**src/rtl/dcache_port_arbiter.sv**
```systemverilog
// dcache_port_arbiter
//   Shares the single data-cache request port between committed stores
//   (buffered in a small FIFO store queue) and loads from the LSU.
//   Stores have priority by default. A bounded-wait counter promotes a
//   starving load to priority. A word-address hazard check stops a load
//   from overtaking a queued or arriving store to the same word.
// Ports
//   clk, rst          : clock (rising edge), synchronous active-high reset
//   commit_*          : committed store in; commit_ready = queue not full
//   load_*            : load request in; load_blocked = no grant this cycle
//   store_grant       : port used by the queue head this cycle
//   dc_ready          : cache accepts a request this cycle
//   dc_*              : request to the cache (unused fields driven to 0)
//   sq_count/sq_empty : store-queue occupancy
module dcache_port_arbiter #(
  parameter int unsigned DATA_WIDTH = 32,
  parameter int unsigned ADDR_BITS  = 32,
  parameter int unsigned R_WIDTH    = 6,
  parameter int unsigned MICROOP    = 5,
  parameter int unsigned ROB_TICKET = 3,
  parameter int unsigned SQ_DEPTH   = 4,
  parameter int unsigned MAX_WAIT   = 3
) (
  input  logic                            clk,
  input  logic                            rst,
  input  logic                            commit_valid,
  input  logic [ADDR_BITS-1:0]            commit_address,
  input  logic [DATA_WIDTH-1:0]           commit_data,
  input  logic [MICROOP-1:0]              commit_microop,
  output logic                            commit_ready,
  input  logic                            load_valid,
  input  logic [ADDR_BITS-1:0]            load_addr,
  input  logic [R_WIDTH-1:0]              load_dest,
  input  logic [MICROOP-1:0]              load_microop,
  input  logic [ROB_TICKET-1:0]           load_ticket,
  output logic                            load_blocked,
  output logic                            store_grant,
  input  logic                            dc_ready,
  output logic                            dc_valid,
  output logic                            dc_is_store,
  output logic [ADDR_BITS-1:0]            dc_addr,
  output logic [DATA_WIDTH-1:0]           dc_data,
  output logic [MICROOP-1:0]              dc_microop,
  output logic [R_WIDTH-1:0]              dc_dest,
  output logic [ROB_TICKET-1:0]           dc_ticket,
  output logic [$clog2(SQ_DEPTH+1)-1:0]   sq_count,
  output logic                            sq_empty
);

  localparam int unsigned PW = $clog2(SQ_DEPTH);
  localparam int unsigned CW = $clog2(SQ_DEPTH+1);
  localparam int unsigned WW = $clog2(MAX_WAIT+1);

  typedef enum logic {STORE_PRI, LOAD_PRI} state_t;

  state_t                r_state, w_state_nxt;
  logic [WW-1:0]         r_wait, w_wait_nxt;

  logic [ADDR_BITS-1:0]  r_sq_addr [SQ_DEPTH];
  logic [DATA_WIDTH-1:0] r_sq_data [SQ_DEPTH];
  logic [MICROOP-1:0]    r_sq_uop  [SQ_DEPTH];
  logic [SQ_DEPTH-1:0]   r_sq_vld;
  logic [PW-1:0]         r_head, r_tail;
  logic [CW-1:0]         r_count;

  logic w_push, w_pop, w_full;
  logic w_q_match, w_addr_match, w_hazard;
  logic w_store_grant, w_load_grant;

  assign w_full       = (r_count == CW'(SQ_DEPTH));
  assign commit_ready = ~w_full;
  assign sq_count     = r_count;
  assign sq_empty     = (r_count == '0);
  assign w_push       = commit_valid & ~w_full;
  assign w_pop        = w_store_grant;

  // Word-address compare against every live queue entry.
  always_comb begin
    w_q_match = 1'b0;
    for (int unsigned i = 0; i < SQ_DEPTH; i++) begin
      if (r_sq_vld[i] && (r_sq_addr[i][ADDR_BITS-1:2] == load_addr[ADDR_BITS-1:2]))
        w_q_match = 1'b1;
    end
  end

  // The address match alone drives load_blocked so that it stays
  // independent of load_valid; the FSM uses the load_valid-qualified form.
  assign w_addr_match = w_q_match |
                        (commit_valid & (commit_address[ADDR_BITS-1:2] == load_addr[ADDR_BITS-1:2]));
  assign w_hazard     = load_valid & w_addr_match;

  assign w_store_grant = ~rst & dc_ready & ~sq_empty & (r_state == STORE_PRI);
  assign store_grant   = w_store_grant;
  assign load_blocked  = rst | ~dc_ready | w_addr_match | w_store_grant;
  assign w_load_grant  = load_valid & ~load_blocked;

  always_comb begin
    dc_valid    = w_store_grant | w_load_grant;
    dc_is_store = 1'b0;
    dc_addr     = load_addr;
    dc_data     = '0;
    dc_microop  = load_microop;
    dc_dest     = load_dest;
    dc_ticket   = load_ticket;
    if (w_store_grant) begin
      dc_is_store = 1'b1;
      dc_addr     = r_sq_addr[r_head];
      dc_data     = r_sq_data[r_head];
      dc_microop  = r_sq_uop[r_head];
      dc_dest     = '0;
      dc_ticket   = '0;
    end
  end

  always_ff @(posedge clk) begin
    if (w_push && !rst) begin
      r_sq_addr[r_tail] <= commit_address;
      r_sq_data[r_tail] <= commit_data;
      r_sq_uop[r_tail]  <= commit_microop;
    end
  end

  // Push and pop never target the same slot: that would need the queue
  // both full (push refused) and non-empty at the same index.
  always_ff @(posedge clk) begin
    if (rst) begin
      r_head   <= '0;
      r_tail   <= '0;
      r_count  <= '0;
      r_sq_vld <= '0;
    end else begin
      if (w_push) begin
        r_sq_vld[r_tail] <= 1'b1;
        r_tail           <= r_tail + PW'(1);
      end
      if (w_pop) begin
        r_sq_vld[r_head] <= 1'b0;
        r_head           <= r_head + PW'(1);
      end
      case ({w_push, w_pop})
        2'b10:   r_count <= r_count + CW'(1);
        2'b01:   r_count <= r_count - CW'(1);
        default: r_count <= r_count;
      endcase
    end
  end

  always_ff @(posedge clk) begin
    if (rst) begin
      r_state <= STORE_PRI;
      r_wait  <= '0;
    end else begin
      r_state <= w_state_nxt;
      r_wait  <= w_wait_nxt;
    end
  end

  always_comb begin
    w_state_nxt = r_state;
    w_wait_nxt  = r_wait;
    case (r_state)
      STORE_PRI: begin
        if (load_valid && !w_hazard && w_store_grant) begin
          if (r_wait == WW'(MAX_WAIT-1)) begin
            w_state_nxt = LOAD_PRI;
            w_wait_nxt  = '0;
          end else begin
            w_wait_nxt = r_wait + WW'(1);
          end
        end else begin
          w_wait_nxt = '0;
        end
      end
      LOAD_PRI: begin
        w_wait_nxt = '0;
        // Hazard exit lets the matching store drain instead of deadlocking.
        if (dc_ready && (w_load_grant || !load_valid || w_hazard))
          w_state_nxt = STORE_PRI;
      end
      default: begin
        w_state_nxt = STORE_PRI;
        w_wait_nxt  = '0;
      end
    endcase
  end

endmodule

```
**config.mk**
```make
export PLATFORM = sky130hd
export DESIGN_NAME = dcache_port_arbiter
export DESIGN_NICKNAME = d
export VERILOG_FILES = /design/src/rtl/dcache_port_arbiter.sv
export SDC_FILE = /design/constraint.sdc
export NUM_CORES = 1
export LEC_CHECK = 0
export ABC_CLOCK_PERIOD_IN_PS = 3200
export CORE_MARGIN = 3
export CORE_UTILIZATION = 49
export DETAILED_ROUTE_END_ITERATION = 8
export GPL_TIMING_DRIVEN = 0
export PLACE_DENSITY = 0.83
export SLEW_MARGIN = 10
export SYNTH_ARGS = -nofsm -noshare
export SYNTH_HDL_FRONTEND = slang
export SYNTH_SLANG_ARGS = --single-unit
```
**constraint.sdc**
```tcl
create_clock -name clk -period 3.2 [get_ports clk]
set_input_delay 0.64 -clock clk [delete_from_list [all_inputs] [get_ports clk]]
set_output_delay 0.64 -clock clk [all_outputs]
set_load 0.02 [all_outputs]
```
==> flow_summary.yaml, run 1 <==
timing:
  setup_viol: 0
  hold_viol: 0
  hold_ws_ns: 0.420
  slew_headroom_pct: 65.4
  final-max-slew-violation-count: 0
  worst_pin_slew_ns: 0.519
  finClkSkew_ns: 0.0104
  period_needed_ns: 3.17
  rsz0062_at_grt: "yes"
  fin_setup_tns_ns: 0
  min_period_over_period_pct: 99.2
  max_freq_mhz: 315
finish:
  layout_commonest_cell: "edfxtp_1"
  multiInputGateArea_mm2: 0.00469
  syn_to_final_growth_pct: 26.2
  fin_area_mm2: 0.0171
  fin_util_pct: 63.2
  nets: 1193
  seq_area_mm2: 0.00861
  drive_gt1_share_pct: 20.9
  finalNonFillerCells: 1429
  fillCellCount: 1998
  layout_common_cells: "edfxtp_1, nand2_1, xnor2_1"
die:
  die_h_um: 172
  row_count: 60
  fp.coreArea_mm2: 0.0270
  die_x_um: 172
  initial_core_util_pct: 50.1
  die-area_mm2: 0.0296
  io_pins: 207
global_routing:
  grt_pass1_wl_um: 49300
  overflow: 0
  grt_antenna_before_repair: 4
  grt.total_usage_pct: 22.5
  grt_max_degree: 49
  grt_pass1_vias: 8250
run:
  drv_cap: 0
clock_network:
  holdBufCountCts: 0
  cts.root.buffer_cell: "clkbuf_16"
  cts.htree.levels: 1
  cts.sinks: 292
  clk_path_buf_depth: 3
  clk_pin_slew_ns: 0.06
  numCtsBuffers: 29
  worstSkewPairLatency_ns: 0.55
  cts_tree: "done"
setup_path:
  worst-path-max-fanout: 2
  path_class: "reg -> out"
  r2r_cells: 8
  cp-end-kind: "primary output"
  cp_slowest_cell: "edfxtp_1"
  cp.required_ns: 2.56
  cp_cell_sequence: "xnor2_2 -> nand4_1 -> nor4_4 -> a22oi_2 -> and2_1 -> a41o_1 -> clkbuf_2"
  arrival_ns: 2.53
  crit_family: "simple AND/OR/NAND/NOR gates"
  worstSetupStartpointType: "register"
  path_buf_inv: 1
  crit_cells: 7
  slowest_delay_ns: 0.42
place:
  portBuffers: 175
  dpl.cell_count: 1371
  gp_congestion: 0.855
  dpl.hpwl_um: 23200
  placed_area_mm2: 0.0158
detailed_routing:
  vias: 7991
  route.detailed.drc: 0
  antenna_left: 0
  drtIter0Drc: 634
  first_pass_iters: 5
  vias_per_cell: 5.59
  wire_per_inst_um: 23.2
  wirelength_um: 33200
run_status:
  status: "complete, no violations"
logic_synthesis:
  yosysSeqAreaShare_pct: 63.6
  yosys_warnings: 0
  synth.avg_cell_area_um2: 15.9
  ys_ff_latch: 292
  synth_largest_area_cell: "edfxtp_1"
  synth_nets: 982
  syn-instance-count: 851
  synth_cell_types: 31
  synthDominantCellAreaShare_pct: 61.2
  syn_area_mm2: 0.0135
  synth_area_leaders: "edfxtp_1, mux4_2, xnor2_1"
pwr:
  p_seq_share_pct: 47.3
  netSwitchingFraction_pct: 25.3
  p_leak_nw: 6.23
  power_switching_w: 0.00236
  powerDensity_mw_per_mm2: 546
  irDropWorstVdd_v: 0.000533
  power.internal_w: 0.00696
  combPwrFrac_pct: 18.6
  p_clk_share_pct: 34.1
min_path:
  worst_hold_path.num_cells: 1
  hp-class: "reg -> reg"
## cell families (layout without fill, tap and decap cells)
family | after synthesis | in the layout | share of synthesized area (%)
buffers and inverters | 75 | 309 | 3.80
AO/OA/AOI/OAI | 18 | 18 | 0.915
AND/OR/NAND/NOR | 232 | 232 | 8.59
flip-flops | 292 | 292 | 63.6
other | 0 | 3 | 0
XOR/XNOR | 154 | 154 | 10.5
adder cells (fa/ha/maj) | 11 | 11 | 1.07
multiplexers | 69 | 69 | 11.5
## power by group through the flow
stage	sequential, W	clock [W]	combinational (W)
5_1_grt	0.00442	0.00337	0.00187
4_1_cts	0.00441	0.00323	0.00175
6_report	0.00441	0.00318	0.00174
3_3_place_gp	0.00449	0	0.00172
2_1_floorplan	0.00448	0	0.00102
3_5_place_dp	0.00449	0	0.00176
## stage by stage
stage | power (W) | worst slack (ns)
after detailed placement | 0.00624 | -0.552
final | 0.00933 | 0.0267
after floorplan | 0.00550 | 0.353
after CTS | 0.00939 | -0.135
after global placement | 0.00620 | -0.771
after global routing | 0.00966 | -0.0233
## path summary, 6_finish.rpt
path | slack, ns | start | to
max | 0.03 | r_sq_addr[2][17]$_DFFE_PP_ | dc_valid
min | 0.42 | r_wait[0]$_SDFF_PP0_ | r_wait[0]$_SDFF_PP0_
max reg2reg | 0.58 | sq_count[0]$_SDFFE_PP0P_ | r_sq_data[3][19]$_DFFE_PP_
min reg2reg | 0.42 | r_wait[0]$_SDFF_PP0_ | r_wait[0]$_SDFF_PP0_
## area by class of cell
class | count | share of cell area (%)
Clock inverter | 10 | 0.418
Tap cell | 341 | 2.50
Timing Repair Buffer | 182 | 10.9
Antenna cell | 3 | 0.0440
Sequential cell | 292 | 50.4
Buffer | 61 | 3.21
Multi-Input combinational cell | 484 | 27.5
Inverter | 12 | 0.264
Clock buffer | 44 | 4.75
## timing repair
action / CTS / global route
endpoints found under the setup margin: 82 / 44
setup buffers: 1 / 2
gates cloned: 0 / 0
resized for setup: 133 / 48
pin swaps: 10 / 16
## per-layer routing
metal | part of all wire, % | GRT usage (%)
met4 | 3.6 | 8.33
met1 | 38 | 29.0
met5 | 0.081 | 0
met3 | 8.4 | 5.51
met2 | 50 | 37.5
## flip-flops by register name (all words and copies together) (netlist names), named ones only
signal / cells
r_tail: 2
sq_count: 3
r_state: 1
r_sq_addr: 128
r_sq_vld: 4
r_head: 2
r_sq_data: 128
r_wait: 2
r_sq_uop: 20
## cells in the mapped netlist
cell type / instances
nand2_1: 117
xor2_1: 13
nor2b_1: 1
a21oi_1: 8
xnor2_2: 10
dfxtp_1: 16
edfxtp_1: 276
clkbuf_1: 18
o31ai_1: 1
buf_6: 27
nand4_1: 35
and2_1: 47
o21ai_0: 1
xnor2_1: 131
a211oi_1: 4
a41oi_2: 1
inv_2: 1
a41o_1: 1
mux4_2: 69
inv_1: 11
or3_1: 2
nor2_1: 10
nand3_1: 5
nand3_2: 1
fa_1: 1
buf_2: 15
a22oi_1: 2
nor4_1: 9
ha_1: 10
nor4_2: 5
buf_4: 3
Note: power is estimated with default switching activity, not from simulation.
==> inputs of run 2 (changes only) <==
--- a/config.mk
+++ b/config.mk
@@ -6,7 +6,7 @@
 export NUM_CORES = 1
 export LEC_CHECK = 0
 export ABC_CLOCK_PERIOD_IN_PS = 3200
-export CORE_MARGIN = 3
+export CORE_MARGIN = 8
 export CORE_UTILIZATION = 49
 export DETAILED_ROUTE_END_ITERATION = 8
 export GPL_TIMING_DRIVEN = 0
==> run 2 against run 1 <==
Compared with the run above:
- cell count increased by 0.42%
- clock skew decreased by 0.0029 ns
- clock-buffer cell count decreased by 5
- register-to-register slack got worse by 0.05 ns
- largest power group unchanged
- setup slack improved by 0.020 ns
- non-clock buffer count decreased by 1
- via count increased by 2.0%
- power increased by 1.7%
- first-iteration DRC count increased by 22%
- global-route usage decreased by 1.8 points
==> flow_summary.yaml, run 2 (synthesized netlist as in run 1, its figures left out) <==
run_status:
  status: "complete, no violations"
place:
  portBuffers: 175
  gp_congestion: 0.910
  dpl.cell_count: 1376
  dpl.hpwl_um: 24300
  placed_area_mm2: 0.0158
clock_network:
  cts.sinks: 292
  cts.htree.levels: 1
  clk_path_buf_depth: 3
  clk_pin_slew_ns: 0.06
  numCtsBuffers: 30
  cts.root.buffer_cell: "clkbuf_16"
  worstSkewPairLatency_ns: 0.54
  cts_tree: "done"
detailed_routing:
  vias_per_cell: 5.68
  wire_per_inst_um: 24.4
  top_layer_used: "met5"
  wl_met3_um: 2800
  route.detailed.drc: 0
  vias: 8148
  drt-met1-wl_um: 13500
  met2_length_um: 17500
  first_pass_iters: 5
  drtIter0Drc: 774
  antenna_left: 0
  wirelength_um: 35100
pwr:
  power_switching_w: 0.00242
  combPwrFrac_pct: 18.4
  powerDensity_mw_per_mm2: 557
  power.internal_w: 0.00706
  p_seq_share_pct: 46.5
  p_leak_nw: 6.11
  irDropWorstVdd_v: 0.000486
  netSwitchingFraction_pct: 25.5
  p_clk_share_pct: 35.1
  power_w: 0.00948
global_routing:
  grt_max_degree: 51
  grt.total_usage_pct: 20.7
  grt_pass1_wl_um: 52200
  overflow: 0
  grt_pass1_vias: 8598
  grt_antenna_before_repair: 4
finish:
  layout_commonest_cell: "edfxtp_1"
  top_regs: "r_sq_addr (128), r_sq_data (128), r_sq_uop (20)"
  fin_area_mm2: 0.0170
  layout_common_cells: "edfxtp_1, nand2_1, xnor2_1"
  syn_to_final_growth_pct: 25.9
  finalNonFillerCells: 1435
  nets: 1193
  drive_gt1_share_pct: 21.2
setup_path:
  cp_slowest_cell: "edfxtp_1"
  path_class: "reg -> out"
  cp_cell_sequence: "xnor2_2 -> nand4_1 -> nor4_4 -> a22oi_2 -> and2_4 -> a41o_1 -> buf_2"
  r2r_slack_ns: 0.53
  slowest_delay_ns: 0.44
  rr_startpoint: "sq_count[2]$_SDFFE_PP0P_"
  worst-path-max-fanout: 2
  crit_end: "dc_valid"
  arrival_ns: 2.51
  cp-startpoint: "r_sq_addr[2][17]$_DFFE_PP_"
  r2r-end: "sq_count[2]$_SDFFE_PP0P_"
  cp.required_ns: 2.56
  r2r_cells: 11
  cp-end-kind: "primary output"
  worstSetupStartpointType: "register"
timing:
  finClkSkew_ns: 0.00750
  rsz0062_at_grt: "yes"
  min_period_over_period_pct: 98.5
  max_freq_mhz: 317
  worst_pin_slew_ns: 0.519
  final-max-slew-violation-count: 0
  hold_viol: 0
  setup_viol: 0
  slew_headroom_pct: 65.4
  fin_setup_tns_ns: 0
  period_needed_ns: 3.15
die:
  initial_core_util_pct: 49.2
  die_x_um: 182
  fp.coreArea_mm2: 0.0275
  io_pins: 207
  row_count: 61
  die_h_um: 182
  die-area_mm2: 0.0332
min_path:
  hp-class: "reg -> reg"
run:
  drv_cap: 0
[run 2: cell count changes in the layout (fill, tap and decap cells not counted), sizes merged]
| cell | delta |
|---|---|
| diode | +1 |
| dlymetal6s2s | -8 |
| clkinv | +4 |
| clkdlybuf4s50 | -2 |
| clkinvlp | +2 |
| clkbuf | -2 |
| clkdlybuf4s15 | +6 |
| inv | -1 |
| bufinv | +1 |
[run 2: worst min-delay path by stage]
stage | slack, ns | cells after the start | start | to
2_1_floorplan | 0.40 | 1 | r_wait[0]$_SDFF_PP0_ | r_wait[0]$_SDFF_PP0_
3_3_place_gp | 0.41 | 1 | r_wait[0]$_SDFF_PP0_ | r_wait[0]$_SDFF_PP0_
3_5_place_dp | 0.41 | 1 | r_wait[0]$_SDFF_PP0_ | r_wait[0]$_SDFF_PP0_
4_1_cts | 0.42 | 1 | r_wait[0]$_SDFF_PP0_ | r_wait[0]$_SDFF_PP0_
5_1_grt | 0.45 | 1 | r_wait[0]$_SDFF_PP0_ | r_wait[0]$_SDFF_PP0_
6_report | 0.42 | 1 | r_wait[0]$_SDFF_PP0_ | r_wait[0]$_SDFF_PP0_
[run 2: repair_timing]
item / CTS / global route
pin swaps: 13 / 10
gates resized for setup: 146 / 45
cloned: 0 / 0
setup buffers: 1 / 1
hold buffers: 0 / 0
setup endpoints to repair: 82 / 40
[run 2: through the flow]
step                setup slack, ns  util (%)  hold slack [ns]
global route                -0.0587      62.0            0.447
floorplan                     0.353         -            0.401
CTS                          -0.112      61.8            0.422
detailed placement           -0.580      57.6            0.414
finish                       0.0465      62.0            0.416
global placement             -0.795      57.2            0.409
[run 2: metal layers]
metal | up-vias | GRT usage, %
met4 | 2 | 7.41
met1 | 4082 | 25.4
met5 | - | 0
met3 | 77 | 4.85
met2 | 403 | 35.4
li1 | 3584 | -
[run 2: final cells by class]
class | count | area, um2
fill | 2010 | 10400
sequential | 292 | 8610
multi-input combinational | 484 | 4640
timing repair buffer | 181 | 1820
clock buffer | 39 | 806
buffer | 61 | 546
tap | 346 | 433
clock inverter | 16 | 131
inverter | 12 | 45.0
antenna | 4 | 10.0
[run 2: power by group through the flow]
| stage | combinational (W) | clock, W | sequential (W) |
|---|---|---|---|
| 6_report | 0.00174 | 0.00333 | 0.00441 |
| 2_1_floorplan | 0.00102 | 0 | 0.00448 |
| 5_1_grt | 0.00187 | 0.00352 | 0.00442 |
| 4_1_cts | 0.00177 | 0.00337 | 0.00441 |
| 3_5_place_dp | 0.00177 | 0 | 0.00449 |
| 3_3_place_gp | 0.00173 | 0 | 0.00449 |
[run 2: worst max-delay path: cells and delay by family (launching register included)]
kind	cells	cell delay [ns]
and+or+nand+nor	3	0.76
buffers and inverters	1	0.15
AOI/OAI and AO/OA	2	0.38
xor gates and xnor gates	1	0.24
DFF	1	0.44
==> inputs of run 3 (changes only) <==
--- a/config.mk
+++ b/config.mk
@@ -7,10 +7,11 @@
 export LEC_CHECK = 0
 export ABC_CLOCK_PERIOD_IN_PS = 3200
 export CORE_MARGIN = 8
-export CORE_UTILIZATION = 49
+export CORE_UTILIZATION = 51
+export CTS_BUF_LIST = sky130_fd_sc_hd__clkbuf_2 sky130_fd_sc_hd__clkbuf_4 sky130_fd_sc_hd__clkbuf_8
 export DETAILED_ROUTE_END_ITERATION = 8
 export GPL_TIMING_DRIVEN = 0
-export PLACE_DENSITY = 0.83
+export PLACE_DENSITY = 0.86
 export SLEW_MARGIN = 10
 export SYNTH_ARGS = -nofsm -noshare
 export SYNTH_HDL_FRONTEND = slang
==> run 3 against run 2 <==
Compared with the run above:
- sequential power hardly changed
- highest routed layer unchanged
- non-clock buffer count grew 1
- first-iteration DRC count fell by 5.2%
- power shrank 1.6%
==> flow_summary.yaml, run 3 (synthesized netlist as in run 1, its figures left out) <==
finish:
  nets: 1211
  fin_util_pct: 65.8
  layout_common_cells: "edfxtp_1, nand2_1, xnor2_1"
  drive_gt1_share_pct: 23.7
  antenna_cells: 0
  syn_to_final_growth_pct: 26.8
  finalNonFillerCells: 1452
  layout_commonest_cell: "edfxtp_1"
  top_regs: "r_sq_addr (128), r_sq_data (128), r_sq_uop (20)"
setup_path:
  r2r_slack_ns: 0.63
  crit_end: "dc_valid"
  worst-path-max-fanout: 2
  r2r-end: "sq_count[2]$_SDFFE_PP0P_"
  path_class: "reg -> out"
  cp.required_ns: 2.56
  r2r_cells: 11
  rr_startpoint: "sq_count[2]$_SDFFE_PP0P_"
  worstSetupStartpointType: "register"
  arrival_ns: 2.48
  cp-end-kind: "primary output"
  cp-startpoint: "r_sq_addr[1][30]$_DFFE_PP_"
clock_network:
  cts.root.buffer_cell: "clkbuf_8"
  clk_path_buf_depth: 3
  worstSkewPairLatency_ns: 0.56
  cts.htree.levels: 2
  numCtsBuffers: 47
  cts_tree: "done"
  holdBufCountCts: 0
  clk_pin_slew_ns: 0.06
  cts.sinks: 292
timing:
  hold_viol: 0
  max_freq_mhz: 320
  final-max-slew-violation-count: 0
  slew_headroom_pct: 68.8
  worst_pin_slew_ns: 0.467
  min_period_over_period_pct: 97.6
  finClkSkew_ns: 0.0170
  setup_viol: 0
  period_needed_ns: 3.12
  hold_ws_ns: 0.383
die:
  die_x_um: 179
  fp.coreArea_mm2: 0.0261
  die-area_mm2: 0.0320
  row_count: 59
  die_h_um: 179
  initial_core_util_pct: 51.9
  io_pins: 207
pwr:
  powerDensity_mw_per_mm2: 544
  netSwitchingFraction_pct: 26.3
  combPwrFrac_pct: 18.9
  p_clk_share_pct: 33.8
  power_switching_w: 0.00245
  power.internal_w: 0.00688
  p_leak_nw: 6.25
  irDropWorstVdd_v: 0.000456
  p_seq_share_pct: 47.3
detailed_routing:
  vias: 8167
  vias_per_cell: 5.62
  wire_per_inst_um: 23.6
  drtIter0Drc: 734
  antenna_left: 0
  route.detailed.drc: 0
  wirelength_um: 34300
  first_pass_iters: 5
place:
  dpl.cell_count: 1365
  portBuffers: 175
  dpl.hpwl_um: 24200
  gp_congestion: 0.854
run:
  drv_cap: 0
global_routing:
  grt_pass1_wl_um: 50700
  grt_antenna_before_repair: 5
  grt_max_degree: 53
  grt_pass1_vias: 8610
  overflow: 0
  grt.total_usage_pct: 21.5
run_status:
  status: "complete, no violations"
min_path:
  hp-class: "in -> reg"
## run 3: cell types whose count changed in the layout (fill, tap and decap cells not counted), moves of 8 or more
cell	before	now
clkbuf_8	0	49
clkbuf_16	31	0
clkbuf_4	7	19
clkinv_1	6	17
xnor2_1	113	104
xnor2_2	28	37
clkbuf_1	11	3
## run 3: cell type report
class	instances	area, um2
fillers	1835	8900
flip-flops and latches	292	8610
multi-input cells	484	4750
repair buffers	181	1830
clock buffers	61	764
plain buffers	62	573
well taps	335	419
clock inverters	25	160
inverters	12	45.0
## run 3: worst min path at each step
stage / start / to / slack (ns) / depth (start not counted)
final: commit_address[6] / r_sq_addr[1][6]$_DFFE_PP_ / 0.38 / 1
after global routing: commit_address[10] / r_sq_addr[2][10]$_DFFE_PP_ / 0.38 / 1
after CTS: r_wait[0]$_SDFF_PP0_ / r_wait[0]$_SDFF_PP0_ / 0.43 / 1
after detailed placement: r_wait[0]$_SDFF_PP0_ / r_wait[0]$_SDFF_PP0_ / 0.42 / 1
after global placement: r_wait[0]$_SDFF_PP0_ / r_wait[0]$_SDFF_PP0_ / 0.41 / 1
after floorplan: r_wait[0]$_SDFF_PP0_ / r_wait[0]$_SDFF_PP0_ / 0.40 / 1
## run 3: worst max-delay path, stage by stage, from the launching register on
cell and delay (ns):
edfxtp_1 0.44, xnor2_2 0.21, nand4_1 0.18, nor4_4 0.35
a22oi_2 0.16, and2_1 0.20, a41o_1 0.22, clkbuf_2 0.15
## run 3: layer usage
layer	share of wire, %	wire length (um)	vias to the layer above	GRT usage, %
li1	-	-	3628	-
met1	37	12900	4030	26.2
met2	48	16600	417	35.2
met3	11	3650	84	7.18
met4	3.5	1200	8	8.03
met5	0.15	53	-	0
## run 3: stage by stage
| stage | power (W) | area, um2 | worst slack [ns] | setup TNS (ns) |
|---|---|---|---|---|
| final | 0.00933 | 17200 | 0.0783 | 0 |
| after global routing | 0.00968 | 17200 | -0.0140 | -0.0140 |
| after CTS | 0.00937 | 17000 | -0.154 | -0.154 |
| after detailed placement | 0.00625 | 15800 | -0.509 | -22.52 |
| after global placement | 0.00621 | 15700 | -0.782 | -231.04 |
| after floorplan | 0.00550 | 13500 | 0.353 | 0 |
## run 3: power groups by stage
| stage | Sequential [W] | Combinational (W) | Clock (W) |
|---|---|---|---|
| global placement | 0.00448 | 0.00173 | 0 |
| CTS | 0.00441 | 0.00176 | 0.00321 |
| global route | 0.00442 | 0.00188 | 0.00338 |
| detailed placement | 0.00449 | 0.00177 | 0 |
| floorplan | 0.00448 | 0.00102 | 0 |
| finish | 0.00441 | 0.00176 | 0.00316 |
## run 3: what timing repair did
item,in CTS,in global routing
buffers inserted,1,1
pin swaps,5,26
gates resized for setup,143,47
setup endpoints to repair,82,32
